$ cat src/rtl/regfile_pkg.sv
`default_nettype none
// ============================================================================
//  regfile_pkg
//  Shared FSM state encoding and requester count for regfile_arbiter.
//  Revision: 1.0
// ============================================================================
package regfile_pkg;

  // Number of requesters sharing the register file
  localparam int NUM_REQ = 2;

  // Controller states
  localparam logic [0:0] ST_INIT = 1'b0;  // sweeping zeros into every register
  localparam logic [0:0] ST_RUN  = 1'b1;  // arbitrating requester accesses

endpackage
`default_nettype wire

$ cat src/rtl/rr_arb2.sv
`default_nettype none
// ============================================================================
//  rr_arb2
//  Two-way round-robin selector. A lone request wins outright; on a tie the
//  requester that was not granted most recently wins.
//  Revision: 1.0
// ============================================================================
module rr_arb2 (
  input  logic [1:0] req,
  input  logic       last,
  output logic [1:0] gnt
);

  // Pick at most one requester from this cycle's requests
  always_comb begin
    gnt = 2'b00;
    case (req)
      2'b01:   gnt = 2'b01;
      2'b10:   gnt = 2'b10;
      2'b11:   gnt = last ? 2'b01 : 2'b10;
      default: gnt = 2'b00;
    endcase
  end

endmodule
`default_nettype wire

$ cat src/rtl/regfile_arbiter.sv
`default_nettype none
// ============================================================================
//  regfile_arbiter
//  Clears an external register file after reset, then shares its single
//  write port / registered read port between two requesters using
//  round-robin arbitration. Reads return one cycle after the grant.
//  Revision: 1.0
// ============================================================================
module regfile_arbiter #(
  parameter int N  = 8,
  parameter int R  = 32,
  parameter int RR = $clog2(R)
) (
  input  logic          clk,
  input  logic          rst,
  input  logic          req0,
  input  logic          req1,
  input  logic          we0,
  input  logic          we1,
  input  logic [RR-1:0] id0,
  input  logic [RR-1:0] id1,
  input  logic [N-1:0]  wdata0,
  input  logic [N-1:0]  wdata1,
  output logic          gnt0,
  output logic          gnt1,
  output logic          rvalid0,
  output logic          rvalid1,
  output logic [N-1:0]  rdata,
  output logic          ready,
  output logic          rf_wr,
  output logic [RR-1:0] rf_id_w,
  output logic [RR-1:0] rf_id_r,
  output logic [N-1:0]  rf_data_in,
  input  logic [N-1:0]  rf_data_out
);

  import regfile_pkg::*;

  // Index + 1 modulo R; keeps the read index off the write index
  function automatic logic [RR-1:0] wrap_inc(input logic [RR-1:0] v);
    if (v == RR'(R - 1)) return '0;
    else                 return v + RR'(1);
  endfunction

  logic [0:0]         state;
  logic [RR-1:0]      cnt;
  logic               last;
  logic               rv0;
  logic               rv1;
  logic               run;
  logic [NUM_REQ-1:0] arb_req;
  logic [NUM_REQ-1:0] arb_gnt;
  logic               sel_we;
  logic [RR-1:0]      sel_id;
  logic [N-1:0]       sel_wdata;

  // A reset in progress suppresses every grant and pending read result
  assign run     = (state == ST_RUN) && !rst;
  assign arb_req = run ? {req1, req0} : '0;

  rr_arb2 u_arb (
    .req  (arb_req),
    .last (last),
    .gnt  (arb_gnt)
  );

  assign gnt0      = arb_gnt[0];
  assign gnt1      = arb_gnt[1];
  assign sel_we    = arb_gnt[1] ? we1    : we0;
  assign sel_id    = arb_gnt[1] ? id1    : id0;
  assign sel_wdata = arb_gnt[1] ? wdata1 : wdata0;

  assign ready   = run;
  assign rvalid0 = rv0 && !rst;
  assign rvalid1 = rv1 && !rst;
  assign rdata   = rf_data_out;

  // Register-file port drive: clear sweep in INIT, granted access in RUN
  always_comb begin
    rf_wr      = 1'b0;
    rf_id_w    = '0;
    rf_id_r    = '0;
    rf_data_in = '0;
    if (!rst) begin
      if (state == ST_INIT) begin
        rf_wr   = 1'b1;
        rf_id_w = cnt;
        rf_id_r = wrap_inc(cnt);
      end else if (|arb_gnt) begin
        if (sel_we) begin
          rf_wr      = 1'b1;
          rf_id_w    = sel_id;
          rf_id_r    = wrap_inc(sel_id);
          rf_data_in = sel_wdata;
        end else begin
          rf_id_r = sel_id;
          rf_id_w = sel_id;
        end
      end
    end
  end

  // FSM, sweep counter, last-grant pointer and one-deep read-valid pipeline
  always_ff @(posedge clk) begin
    if (rst) begin
      state <= ST_INIT;
      cnt   <= '0;
      last  <= 1'b1;
      rv0   <= 1'b0;
      rv1   <= 1'b0;
    end else begin
      rv0 <= arb_gnt[0] && !we0;
      rv1 <= arb_gnt[1] && !we1;
      if (state == ST_INIT) begin
        if (cnt == RR'(R - 1)) begin
          state <= ST_RUN;
          cnt   <= '0;
        end else begin
          cnt <= cnt + RR'(1);
        end
      end else if (|arb_gnt) begin
        last <= arb_gnt[1];
      end
    end
  end

endmodule
`default_nettype wire

$ cat config.mk
export PLATFORM = sky130hd
export DESIGN_NAME = regfile_arbiter
export DESIGN_NICKNAME = d
export VERILOG_FILES = /design/src/rtl/regfile_pkg.sv /design/src/rtl/rr_arb2.sv /design/src/rtl/regfile_arbiter.sv
export SDC_FILE = /design/constraint.sdc
export NUM_CORES = 1
export LEC_CHECK = 0
export BUFFER_PORTS_ARGS = -buffer_cell sky130_fd_sc_hd__buf_2
export CAP_MARGIN = 25
export CORE_MARGIN = 2
export CORE_UTILIZATION = 41
export DETAILED_ROUTE_END_ITERATION = 8
export PLACE_DENSITY = 0.85
export SLEW_MARGIN = 20
export SYNTH_ARGS = -nofsm -noshare
export SYNTH_HDL_FRONTEND = slang
export SYNTH_SLANG_ARGS = --single-unit
$ cat constraint.sdc
create_clock -name clk -period 4 [get_ports clk]
set_clock_uncertainty 0.2 [all_clocks]
set_input_delay 0.6 -clock clk [delete_from_list [all_inputs] [get_ports clk]]
set_output_delay 0.6 -clock clk [all_outputs]
set_load 0.1 [all_outputs]
==> results by group <==
Power
  • Total Power: 281 uW
  • VDD IR max: 0.168 mV
  • Pwr/cell area: 198 nW/um^2
  • Leak: 0.677 nW

Clock tree
  • Root buffer cell: clkbuf_4
  • Clock sinks: 9
  • Cts bufs inserted: 3
  • Clk Latency, worst-skew pair: 0.26 ns
  • Post-cts resize count: 0
  • Worst-path clk slew: 0.05 ns
  • Max Buffers Root-to-Sink: 2
  • CTS tree: built
  • CTS H-tree depth: 1

STA
  • Unrepaired setup endpoints after global routing: no
  • Max_slew headroom: 59.6%
  • Worst Tran Pin Value: 0.598 ns
  • Setup violators final: 0
  • Minimum clock period: 3.77 ns
  • Pins over their slew limit: 0
  • Hold Vio Cnt, Final: 0
  • Setup TNS: 0 ns
  • Fin crit share: 94.3%
  • Peak Freq: 265 MHz

Synthesis
  • Post-synth top area cell: dfxtp_1
  • Syn Inst Count: 141
  • Flops & latches, synth: 9
  • Sequential cell area fraction in the yosys report: 17.4%
  • Yosys top cell area share: 17.4%
  • Syn Nets: 185
  • Area contributors post-synth: dfxtp_1 17%, mux2i_1 8.7%, nand2_1 6.5%
  • Yosys Warn Count: 0
  • Synth unique cells: 43
  • Netlist Area Pre-Place: 1040 sq um
  • Synth Area per Inst: 7.36 sq um

Floorplanning
  • Ports: 72
  • Core area: 2430 sq um
  • Floorplan row count: 18
  • Die area: 2950 sq um
  • Starting Density: 42.6%
  • Die Wd: 54.3 microns
  • Die height: 54.3 microns

Global route
  • Largest net degree at the start of global routing: 14
  • GRT Overall Usage: 19.6%
  • Remaining global-route overflow: 0
  • Initial antenna violation count: 0
  • First-pass GRT wire length: 4220 microns
  • Vias in the first global route: 1036

Setup path
  • Slowest stage delay, CP: 0.33 ns
  • Max FO, Critical Path: 9
  • Critical path launch point type: input pin
  • RR Startpoint: cnt[0]$_SDFFE_PP0N_
  • Cells on worst reg2reg path: 5
  • R2R Setup Slk: 1.99 ns
  • Crit-path slowest cell: mux2_2
  • Setup crit end kind: output pin
  • Crit path cell chain: buf_2 > nand2b_1 > inv_6 > nand2_4 > inv_4 > mux2_2 > ha_1 > a21boi_0 > ha_1 > mux2i_1 > nand2_1 > a32o_1 > buf_2
  • Worst Path Arrival: 2.97 ns
  • CP Class: input pin to output pin
  • Reg-to-Reg End: cnt[3]$_SDFFE_PP0N_
  • Worst EP required: 3.20 ns

Min path
  • Worst hold-check path type: register to register
  • Worst hold stages: 2
  • Hold path endpoint: cnt[3]$_SDFFE_PP0N_
  • Hold_sp: cnt[3]$_SDFFE_PP0N_

Placed design
  • Placed Area: 1380 sq um
  • GP Congestion: 0.805
  • Quantity of I/O buffers inserted on ports: 55
  • Detailed placement HPWL: 2380 microns

Drt
  • Drt pass-1 iters: 4
  • Routed WL per cell: 13.1 microns
  • Detailed-route DRC error count: 0
  • Avg Vias per Cell: 5.48
  • Initial DRC count: 21
  • Via count: 1206
  • Antenna viol nets, final: 0
  • Final WL: 2890 microns

Cells and area
  • Area Growth Syn to Fin: 36.6%
  • Fraction of layout cells with a size suffix above 1: 39.5%
  • Most frequent cells in the layout: 52 x buf_2, 18 x nand2_1, 17 x nor2_1
  • Multi-input logic area: 796 sq um
  • Final Cell Area: 1420 sq um
  • Fillers: 235
  • Diodes inserted: 0
  • Leading cell type in the layout, fill and taps excluded: buf_2
  • FF+latch area: 180 sq um
  • Total Nets Final: 235
  • Post-layout util: 58.2%

Run status
  • Status: finished clean

Run
  • MaxCap Viol Count: 0
-- layer usage --
layer  track usage [%]  wire (microns)  vias to the layer above
met3              3.55             267                        4
met4              8.75              29                        0
met2              35.5            1440                       54
li1                  -               -                      598
met5                 0               0                        -
met1              22.0            1150                      550
-- worst max-delay path: cells and delay by family --
family / cells / cell delay, ns
AOI/OAI and AO/OA: 2 / 0.38
adders and majority gates: 2 / 0.52
buffers and inverters: 4 / 0.58
muxes: 2 / 0.48
and+or+nand+nor: 3 / 0.40
-- kinds of logic after synthesis --
family | after synthesis | synth area share [%]
DFF | 9 | 17.4
buffers and inverters | 18 | 10.6
and+or+nand+nor | 57 | 25.8
muxes | 12 | 12.3
AOI/OAI and AO/OA | 35 | 24.0
xor gates and xnor gates | 6 | 5.07
adders and majority gates | 4 | 4.83
-- stage by stage --
| step | std cells | setup slack (ns) | hold slack [ns] |
|---|---|---|---|
| 3_5_place_dp | 214 | 0.175 | 0.329 |
| 5_1_grt | 220 | 0.0801 | 0.385 |
| 3_3_place_gp | 214 | 0.259 | 0.318 |
| 2_1_floorplan | 141 | -0.0355 | 0.292 |
| 4_1_cts | 218 | 0.170 | 0.338 |
| 6_report | 220 | 0.226 | 0.339 |
-- area by class of cell --
type | count | share of cell area [%]
clock buffer | 4 | 1.86
inverter | 3 | 1.33
multi-input combinational | 114 | 56.2
sequential | 9 | 12.7
tap | 30 | 2.65
timing repair buffer | 60 | 25.3
-- where the power goes --
group	internal (mW)	switching, mW	total [mW]
sequential	0.0923	0.00441	0.0968
combinational	0.0430	0.0736	0.117
clock	0.0383	0.0291	0.0674
total	0.174	0.107	0.281
-- what timing repair did --
action	CTS	global route
hold buffers	0	0
setup endpoints to repair	0	1
setup buffers	0	2
-- Yosys cell counts --
library cell,count
o311ai_0,1
inv_2,1
xor2_1,1
o32ai_1,2
or3_1,1
nand4_1,2
nand2_1,18
nand3_1,6
o21ai_1,2
o22ai_1,3
buf_4,8
nor2b_1,3
a21oi_1,9
a21boi_0,1
a22o_1,3
o21ai_0,6
nor3_1,2
or4_1,1
a21bo_2,1
and3_1,2
clkbuf_1,3
mux2_4,1
a21o_1,1
nand2b_1,1
mux2i_1,9
inv_4,1
a21boi_4,1
buf_1,1
o32ai_2,1
a32o_1,2
buf_6,1
mux2_2,2
a31oi_1,2
nand2_4,1
nor2_1,17
inv_1,1
xnor2_1,5
or2_2,1
ha_1,4
dfxtp_1,9
nand3b_1,1
buf_2,2
or2b_1,1
-- sequential cells by signal, indices dropped and copies added (netlist names) --
| signal | cells |
|---|---|
| state | 1 |
| cnt | 5 |
| rv1 | 1 |
| rv0 | 1 |
| last | 1 |
-- worst max-delay path by stage --
stage / start / end / cells past startpoint
2_1_floorplan: rst / rf_id_r[0] / 11
3_3_place_gp: req0 / rf_id_r[4] / 12
3_5_place_dp: req0 / rf_id_r[4] / 12
4_1_cts: req0 / rf_id_r[4] / 12
5_1_grt: rst / rf_id_r[4] / 13
6_report: rst / rf_id_r[4] / 13
No activity file was read; power rests on OpenSTA's default activity.
